[src/rtl/aes_pkg.sv]
// Shared constants and controller FSM encoding for the iterative AES-128 encrypt core.
package aes_pkg;
  localparam int AES_NR_128  = 10;
  localparam int ROUND_W     = 4;
  localparam int AES_BLOCK_W = 128;

  typedef enum logic [1:0] {
    ST_IDLE  = 2'd0,
    ST_ROUND = 2'd1,
    ST_DONE  = 2'd2
  } aes_state_e;
endpackage

[src/rtl/aes_round_cnt.sv]
// Round index counter for the AES sequencer: load to 1, step, clear, and flag round NR.
module aes_round_cnt #(
  parameter int NR      = aes_pkg::AES_NR_128,
  parameter int ROUND_W = aes_pkg::ROUND_W
) (
  input  logic               clk,
  input  logic               rst_n,
  input  logic               i_load,
  input  logic               i_inc,
  input  logic               i_clr,
  output logic [ROUND_W-1:0] o_round,
  output logic               o_is_last
);
  import aes_pkg::*;

  localparam logic [ROUND_W-1:0] LAST_ROUND = ROUND_W'(NR);

  logic [ROUND_W-1:0] r_round;

  // Clear wins so the index is back at 0 the moment a block leaves the round phase.
  always_ff @(posedge clk or negedge rst_n) begin
    if (!rst_n) begin
      r_round <= '0;
    end else if (i_clr) begin
      r_round <= '0;
    end else if (i_load) begin
      r_round <= ROUND_W'(1);
    end else if (i_inc) begin
      r_round <= r_round + ROUND_W'(1);
    end
  end

  assign o_round   = r_round;
  assign o_is_last = (r_round == LAST_ROUND);
endmodule

[src/rtl/aes_round_ctrl.sv]
// Iterative AES-128 encryption sequencer: round-0 key add, then drives the external
// round datapath once per cycle for NR rounds and holds the ciphertext for downstream.
module aes_round_ctrl #(
  parameter int DATA_WIDTH = aes_pkg::AES_BLOCK_W,
  parameter int NR         = aes_pkg::AES_NR_128,
  parameter int ROUND_W    = aes_pkg::ROUND_W
) (
  input  logic                  clk,
  input  logic                  rst_n,
  input  logic                  ctrl_valid_in,
  output logic                  ctrl_ready_out,
  input  logic [DATA_WIDTH-1:0] ctrl_data_in,
  output logic [ROUND_W-1:0]    rk_round_out,
  input  logic [DATA_WIDTH-1:0] rk_in,
  output logic [DATA_WIDTH-1:0] round_state_out,
  output logic                  round_last_out,
  input  logic [DATA_WIDTH-1:0] round_data_in,
  output logic                  ctrl_valid_out,
  input  logic                  ctrl_ready_in,
  output logic [DATA_WIDTH-1:0] ctrl_data_out,
  output logic [1:0]            dbg_state_out
);
  import aes_pkg::*;

  aes_state_e            r_state;
  logic [DATA_WIDTH-1:0] r_data;
  logic                  r_en;
  logic                  w_accept;
  logic                  w_in_round;
  logic                  w_is_last;
  logic                  w_done_ack;
  logic [ROUND_W-1:0]    w_round;

  // Handshakes: a transfer happens on a rising edge where valid and ready are both high;
  // valid/data are held stable until that edge and ready never depends on valid.
  assign w_in_round = (r_state == ST_ROUND);
  assign w_accept   = r_en && (r_state == ST_IDLE) && ctrl_valid_in;
  assign w_done_ack = (r_state == ST_DONE) && ctrl_ready_in;

  aes_round_cnt #(
    .NR      (NR),
    .ROUND_W (ROUND_W)
  ) u_round_cnt (
    .clk       (clk),
    .rst_n     (rst_n),
    .i_load    (w_accept),
    .i_inc     (w_in_round && !w_is_last),
    .i_clr     (w_done_ack || (w_in_round && w_is_last)),
    .o_round   (w_round),
    .o_is_last (w_is_last)
  );

  // r_en keeps ready low until the first clock after reset release.
  always_ff @(posedge clk or negedge rst_n) begin
    if (!rst_n) begin
      r_state <= ST_IDLE;
      r_data  <= '0;
      r_en    <= 1'b0;
    end else begin
      r_en <= 1'b1;
      case (r_state)
        ST_IDLE: begin
          if (w_accept) begin
            r_data  <= ctrl_data_in ^ rk_in;
            r_state <= ST_ROUND;
          end
        end
        ST_ROUND: begin
          r_data <= round_data_in;
          if (w_is_last) r_state <= ST_DONE;
        end
        ST_DONE: begin
          if (ctrl_ready_in) r_state <= ST_IDLE;
        end
        default: r_state <= ST_IDLE;
      endcase
    end
  end

  assign ctrl_ready_out  = r_en && (r_state == ST_IDLE);
  assign ctrl_valid_out  = (r_state == ST_DONE);
  assign ctrl_data_out   = r_data;
  assign round_state_out = r_data;
  assign rk_round_out    = w_in_round ? w_round : '0;
  assign round_last_out  = w_in_round && w_is_last;
  assign dbg_state_out   = r_state;
endmodule

[config.mk]
export PLATFORM = sky130hd
export DESIGN_NAME = aes_round_ctrl
export DESIGN_NICKNAME = d
export VERILOG_FILES = /design/src/rtl/aes_pkg.sv /design/src/rtl/aes_round_cnt.sv /design/src/rtl/aes_round_ctrl.sv
export SDC_FILE = /design/constraint.sdc
export NUM_CORES = 1
export LEC_CHECK = 0
export CAP_MARGIN = 20
export CORE_AREA = 4 4 251 253
export CTS_BUF_LIST = sky130_fd_sc_hd__clkbuf_8
export CTS_CLUSTER_DIAMETER = 80
export DETAILED_ROUTE_END_ITERATION = 12
export DIE_AREA = 0 0 255 257
export GPL_TIMING_DRIVEN = 0
export PLACE_DENSITY = 0.38
export RECOVER_POWER = 25
export SLEW_MARGIN = 30
export SYNTH_ARGS = -nofsm -noshare
export SYNTH_HDL_FRONTEND = slang
export SYNTH_SLANG_ARGS = --single-unit
[constraint.sdc]
create_clock -name clk -period 3.6 [get_ports clk]
set_input_delay 0.72 -clock clk [delete_from_list [all_inputs] [get_ports clk]]
set_output_delay 0.72 -clock clk [all_outputs]
set_load 0.05 [all_outputs]
Yosys cells after proc, flatten, opt, wreduce, memory -nomap -nowiden:

Cells that the tools add are included.

* memories: 0
* ROM bits: 0
* input port bits: 388
* register bits: 135
* bits in writable memories: 0
* bits in latches: 0
* logic and storage cells: 34

* shifts and indexed selects: 0
* reductions and logical operators: 12
* bitwise logic cells: 1
* $mul: 0
* mux-type cells: 10
* add/subtract/negate cells: 1
* $lt $le $gt $ge: 0
* div/mod/pow operators: 0
* equal/unequal tests: 6

Operator list (number)
* $pmux W128 S2: 1
* $mux W128: 1
* $xor A128 B128 Y128: 1
* $mux W4: 4
* $mux W2: 3
* $ne A2 B1 Y1 const B: 3
* $pmux W2 S3: 1
* $logic_and A1 B1 Y1: 5
* $add A4 B1 Y4 const B: 1
* $eq A4 B4 Y1 const B: 1
* $reduce_and A3 Y1: 1
* $reduce_bool A3 Y1: 1
* $eq A2 B1 Y1 const B: 1
* $eq A2 B2 Y1 const B: 1
* $logic_not A2 Y1: 1
* $reduce_and A2 Y1: 1
* $reduce_bool A2 Y1: 1
* $logic_not A1 Y1: 1
* $logic_or A1 B1 Y1: 1

Depth between registers and ports, before layout:

* depth after elaboration: 6
* mapped depth: 8
* gate-level depth less buffers: 6

Cells and area by module:

Synthesis repeated with hierarchy kept, for this count alone.

* cells, all modules: 712
* area, all modules: 9188.8 µm²

By module, submodules not included
* aes_round_ctrl: cells each 689, seq. area each 3278.1 µm², area an instance 8957.3 µm², instances 1
* aes_round_cnt: cells each 23, seq. area each 100.1 µm², area an instance 231.5 µm², instances 1

Least setup slack after synthesis:

No wires, ideal clock.

* path kind: reg-to-output
* from: register r_state[1] (netlist: dbg_state_out[1])
* to: output port ctrl_ready_out
* arrival time: 1.954 ns
* buffers on the path: 1
* cell stages (with the launch flop): 3
* path slack: 0.926 ns
* cell sequence: dfrtp_1 buf_4 nor3b_1

* word-level cells in the longest chain between the ends: 2

RTL lines
* start, declared: line aes_round_ctrl.sv:25 `aes_state_e r_state;`
* start signal, assigned: line aes_round_ctrl.sv:56 `r_state <= ST_IDLE;`
* start signal, assigned: line aes_round_ctrl.sv:65 `r_state <= ST_ROUND;`
* start signal, assigned: line aes_round_ctrl.sv:70 `if (w_is_last) r_state <= ST_DONE;`
* $logic_not A2 Y1: line aes_round_ctrl.sv:80 `assign ctrl_ready_out = r_en && (r_state == ST_IDLE);`
* $logic_and A1 B1 Y1: line aes_round_ctrl.sv:80
* end, declared: line aes_round_ctrl.sv:11 `output logic ctrl_ready_out,`

No other way between the ends.

Worst setup path in the final report:

* from: register r_state[1] (netlist: dbg_state_out[1])
* to: output port round_last_out

* word-level cells in the longest chain between the ends: 2

RTL lines
* $eq A2 B1 Y1: line aes_round_ctrl.sv:36 `assign w_in_round = (r_state == ST_ROUND);`
* $logic_and A1 B1 Y1: line aes_round_ctrl.sv:85 `assign round_last_out = w_in_round && w_is_last;`
* end, declared: line aes_round_ctrl.sv:16 `output logic round_last_out,`

No other way between the ends.

==> impl_metrics.ini <==
[sta]
skew_ns = 0.0101
worstMarginPinSlew_ns = 1.84
whs_ns = 0.515
hold_viol = 0
rsz0062_at_grt = false
setup_viol = 0
fin_ws_ns = 0.443
slew_headroom_pct = -23.0
final-max-slew-violation-count = 67
finalCritPeriodShare_pct = 87.7
tns_ns = 0
max_freq_mhz = 317
period_needed_ns = 3.16

[setup_path]
rr_endpoint = ctrl_data_out[71]$_DFFE_PN0P_
cp.arrival_ns = 2.44
rr_startpoint = dbg_state_out[0]$_DFFE_PN0P_
path_max_fanout = 10
crit_chain = buf_4 -> nor2b_4 -> buf_6 -> buf_6 -> buf_6 -> nand2_1 -> inv_1 -> dlygate4sd2_1
crit_path_end_kind = output port
cpLargestDelayFamily = buffers and inverters
cp_slowest_stage_delay_ns = 0.56
critical_path.most_common_cell = buf_6
start_kind = flop
critPathBufInv = 6
critPathKind = reg2out
cp_slowest_cell = dlygate4sd2_1
cp_data_required_time_ns = 2.88
r2r_slack_ns = 1.74
cp.depth = 8
reg2regPathDepth = 6

[cells_and_area]
final_area_um2 = 16400
final_nets = 2065
syn_to_final_growth_pct = 94.8
utilization_pct = 26.8
layout-drive-gt1-share_pct = 12.6
instances_no_fill = 2480

[synthesis]
syn_inst = 1003
ys_ff_latch = 135
netlist.area_leader.share_pct = 40.2
netlist_area_um2 = 8410
syn_area_per_cell_um2 = 8.38
ys_warn_count = 0
ys_types = 30
ys_seq_area_share_pct = 40.2
yosys.area.top_type = dfrtp_1
synthTopCellsByArea = dfrtp_1 40%, xnor2_1 13%, buf_4 12%
synth_nets = 1393

[die]
initial_utilization_pct = 13.8
rows = 91
io_pins = 653
fp.dieW_um = 255
die_area_um2 = 65500
die_h_um = 257
core-area_um2 = 61000

[cts]
numCtsBuffers = 17
cts_max_path_buffers = 2
clkSinkCount = 135
insertion_delay_ns = 0.53
postCtsSetupRepairBufs = 0
h-tree-depth = 4
cts_tree = yes
clockRootBuffer = clkbuf_8
clk_pin_slew_ns = 0.09
cts_hold_buffers = 0

[placed_design]
dpl_cell_area_um2 = 16000
placed_cells = 2446
dp_worst_setup_slack_ns = 0.637
gp_congestion = 0.781
hpwl_mm = 39.8
place.port_buffers = 652

[global_routing]
grt_max_degree = 71
grt_pass1_vias = 10022
grt_overflow_total = 0
grt_usage_pct = 14.1
grt_pass1_wl_mm = 67.1
grt_antenna_before_repair = 5

[power]
leakage_nw = 6.45
vdd_drop_max_mv = 0.561
p_per_area_nw_per_um2 = 1080
total_power_mw = 17.7

[outcome]
status = complete, but fails checks
violations = max-capacitance violations, max-slew violations

[routing]
dr.pass1.iters = 4
detail_route.wl_per_cell_um = 19.1
drt_iter0_markers = 326
viasPerCell = 3.71
dr_total_vias = 9195
routed_wl_mm = 47.3
postRouteAntennaNets = 0
drcViolationCount = 0

[worst_hold_path]
hold_depth = 2
min-delay-start = ctrl_data_out[22]$_DFFE_PN0P_
min_to = ctrl_data_out[22]$_DFFE_PN0P_
hp-class = reg2reg

[job]
drv_cap = 1
[kinds of logic (layout without fill, tap and decap cells)]
kind of cell               count (synthesis)  in the layout  share of synthesized area (%)
AOI/OAI and AO/OA                        266            266                           16.0
adders and majority gates                  2              2                          0.298
xor gates and xnor gates                 128            128                           13.3
other                                      1              3                         0.0446
buffers and inverters                    191            876                           17.0
DFF                                      135            135                           40.2
and+or+nand+nor                          280            280                           13.1
[cell type report]
class | instances | area, µm²
Fill cell | 6671 | 44700
Timing Repair Buffer | 653 | 6530
Multi-Input combinational cell | 677 | 3600
Sequential cell | 135 | 3380
Buffer | 187 | 1410
Tap cell | 790 | 988
Clock buffer | 22 | 303
Clock inverter | 10 | 141
Inverter | 4 | 15.0
Antenna cell | 2 | 5.00
[Yosys cell counts]
cell type and number:
a21oi_1 130, o21ai_1 114, inv_1 3, conb_1 1, xnor2_1 128, nand2b_1 1
o21ai_0 17, and2_1 3, buf_4 132, nor2_1 131, nand4b_1 1, nor3b_1 1
a22oi_1 1, a31oi_1 1, buf_2 16, nand3b_1 3, nand2_1 132, nor2b_4 1
nor3_1 1, ha_1 2, buf_6 26, o31ai_1 1, clkbuf_1 13, dfrtp_1 135
o31a_1 1, and3b_1 1, nand4_1 1, a21o_2 1, nand3_1 4, inv_2 1
[worst reg2reg max path: stages, from the launching register on]
cell and delay (ns):
dfrtp_1 0.39, buf_6 0.14, inv_2 0.05, a21o_2 0.24, buf_6 0.22, clkbuf_1 0.51, o21ai_1 0.16
[what timing repair did]
| item | 4_1_cts | 5_1_grt |
|---|---|---|
| endpoints found under the setup margin | 3 | 1 |
| cloned | 0 | 0 |
| gates resized for setup | 3 | 1 |
| endpoints found under the hold margin | 0 | 0 |
[placed cells by master (no fill, tap or decap), types with 2 or more instances in the layout]
cell type,instances
clkdlybuf4s50_1,647
dfrtp_1,135
buf_4,132
nand2_1,132
nor2_1,131
a21oi_1,130
xnor2_1,128
o21ai_1,114
buf_6,26
clkbuf_8,22
o21ai_0,17
buf_2,16
clkbuf_1,12
nand3_1,4
inv_1,3
and2_1,3
nand3b_1,3
bufinv_16,3
dlygate4sd2_1,3
diode_2,2
clkbuf_2,2
ha_1,2
clkinv_2,2
clkinv_4,2
clkinvlp_4,2
[layer usage]
layer | share of wire (%) | global-route usage [%] | vias to the layer above
li1 | - | - | 4478
met1 | 40 | 15.8 | 4271
met2 | 51 | 25.4 | 400
met3 | 7.8 | 4.74 | 40
met4 | 1.6 | 3.80 | 6
met5 | 0.087 | 0 | -
[where the power goes]
part,leakage [nW],switching [mW],internal (mW),total [mW]
combinational,4.59,8.37,4.75,13.1
clock,0.221,0.683,0.778,1.46
sequential,1.64,0.848,2.29,3.14
[state kept, by name (all words and copies together), names as in the netlist]
| name | count |
|---|---|
| r_en | 1 |
| ctrl_data_out | 128 |
| dbg_state_out | 2 |
| u_round_cnt.o_round | 4 |
[worst max path at each step]
| stage | slack [ns] | from | to |
|---|---|---|---|
| after global placement | -4.32 | rst_n | ctrl_data_out[114]$_DFFE_PN0P_ |
| final | 0.44 | dbg_state_out[1]$_DFFE_PN0P_ | round_last_out |
| after global routing | 0.23 | dbg_state_out[1]$_DFFE_PN0P_ | round_last_out |
| after detailed placement | 0.64 | dbg_state_out[1]$_DFFE_PN0P_ | round_last_out |
| after CTS | 0.01 | dbg_state_out[1]$_DFFE_PN0P_ | rk_round_out[1] |
| after floorplan | 0.93 | dbg_state_out[1]$_DFFE_PN0P_ | ctrl_ready_out |
(Power assumes the default switching activity.)
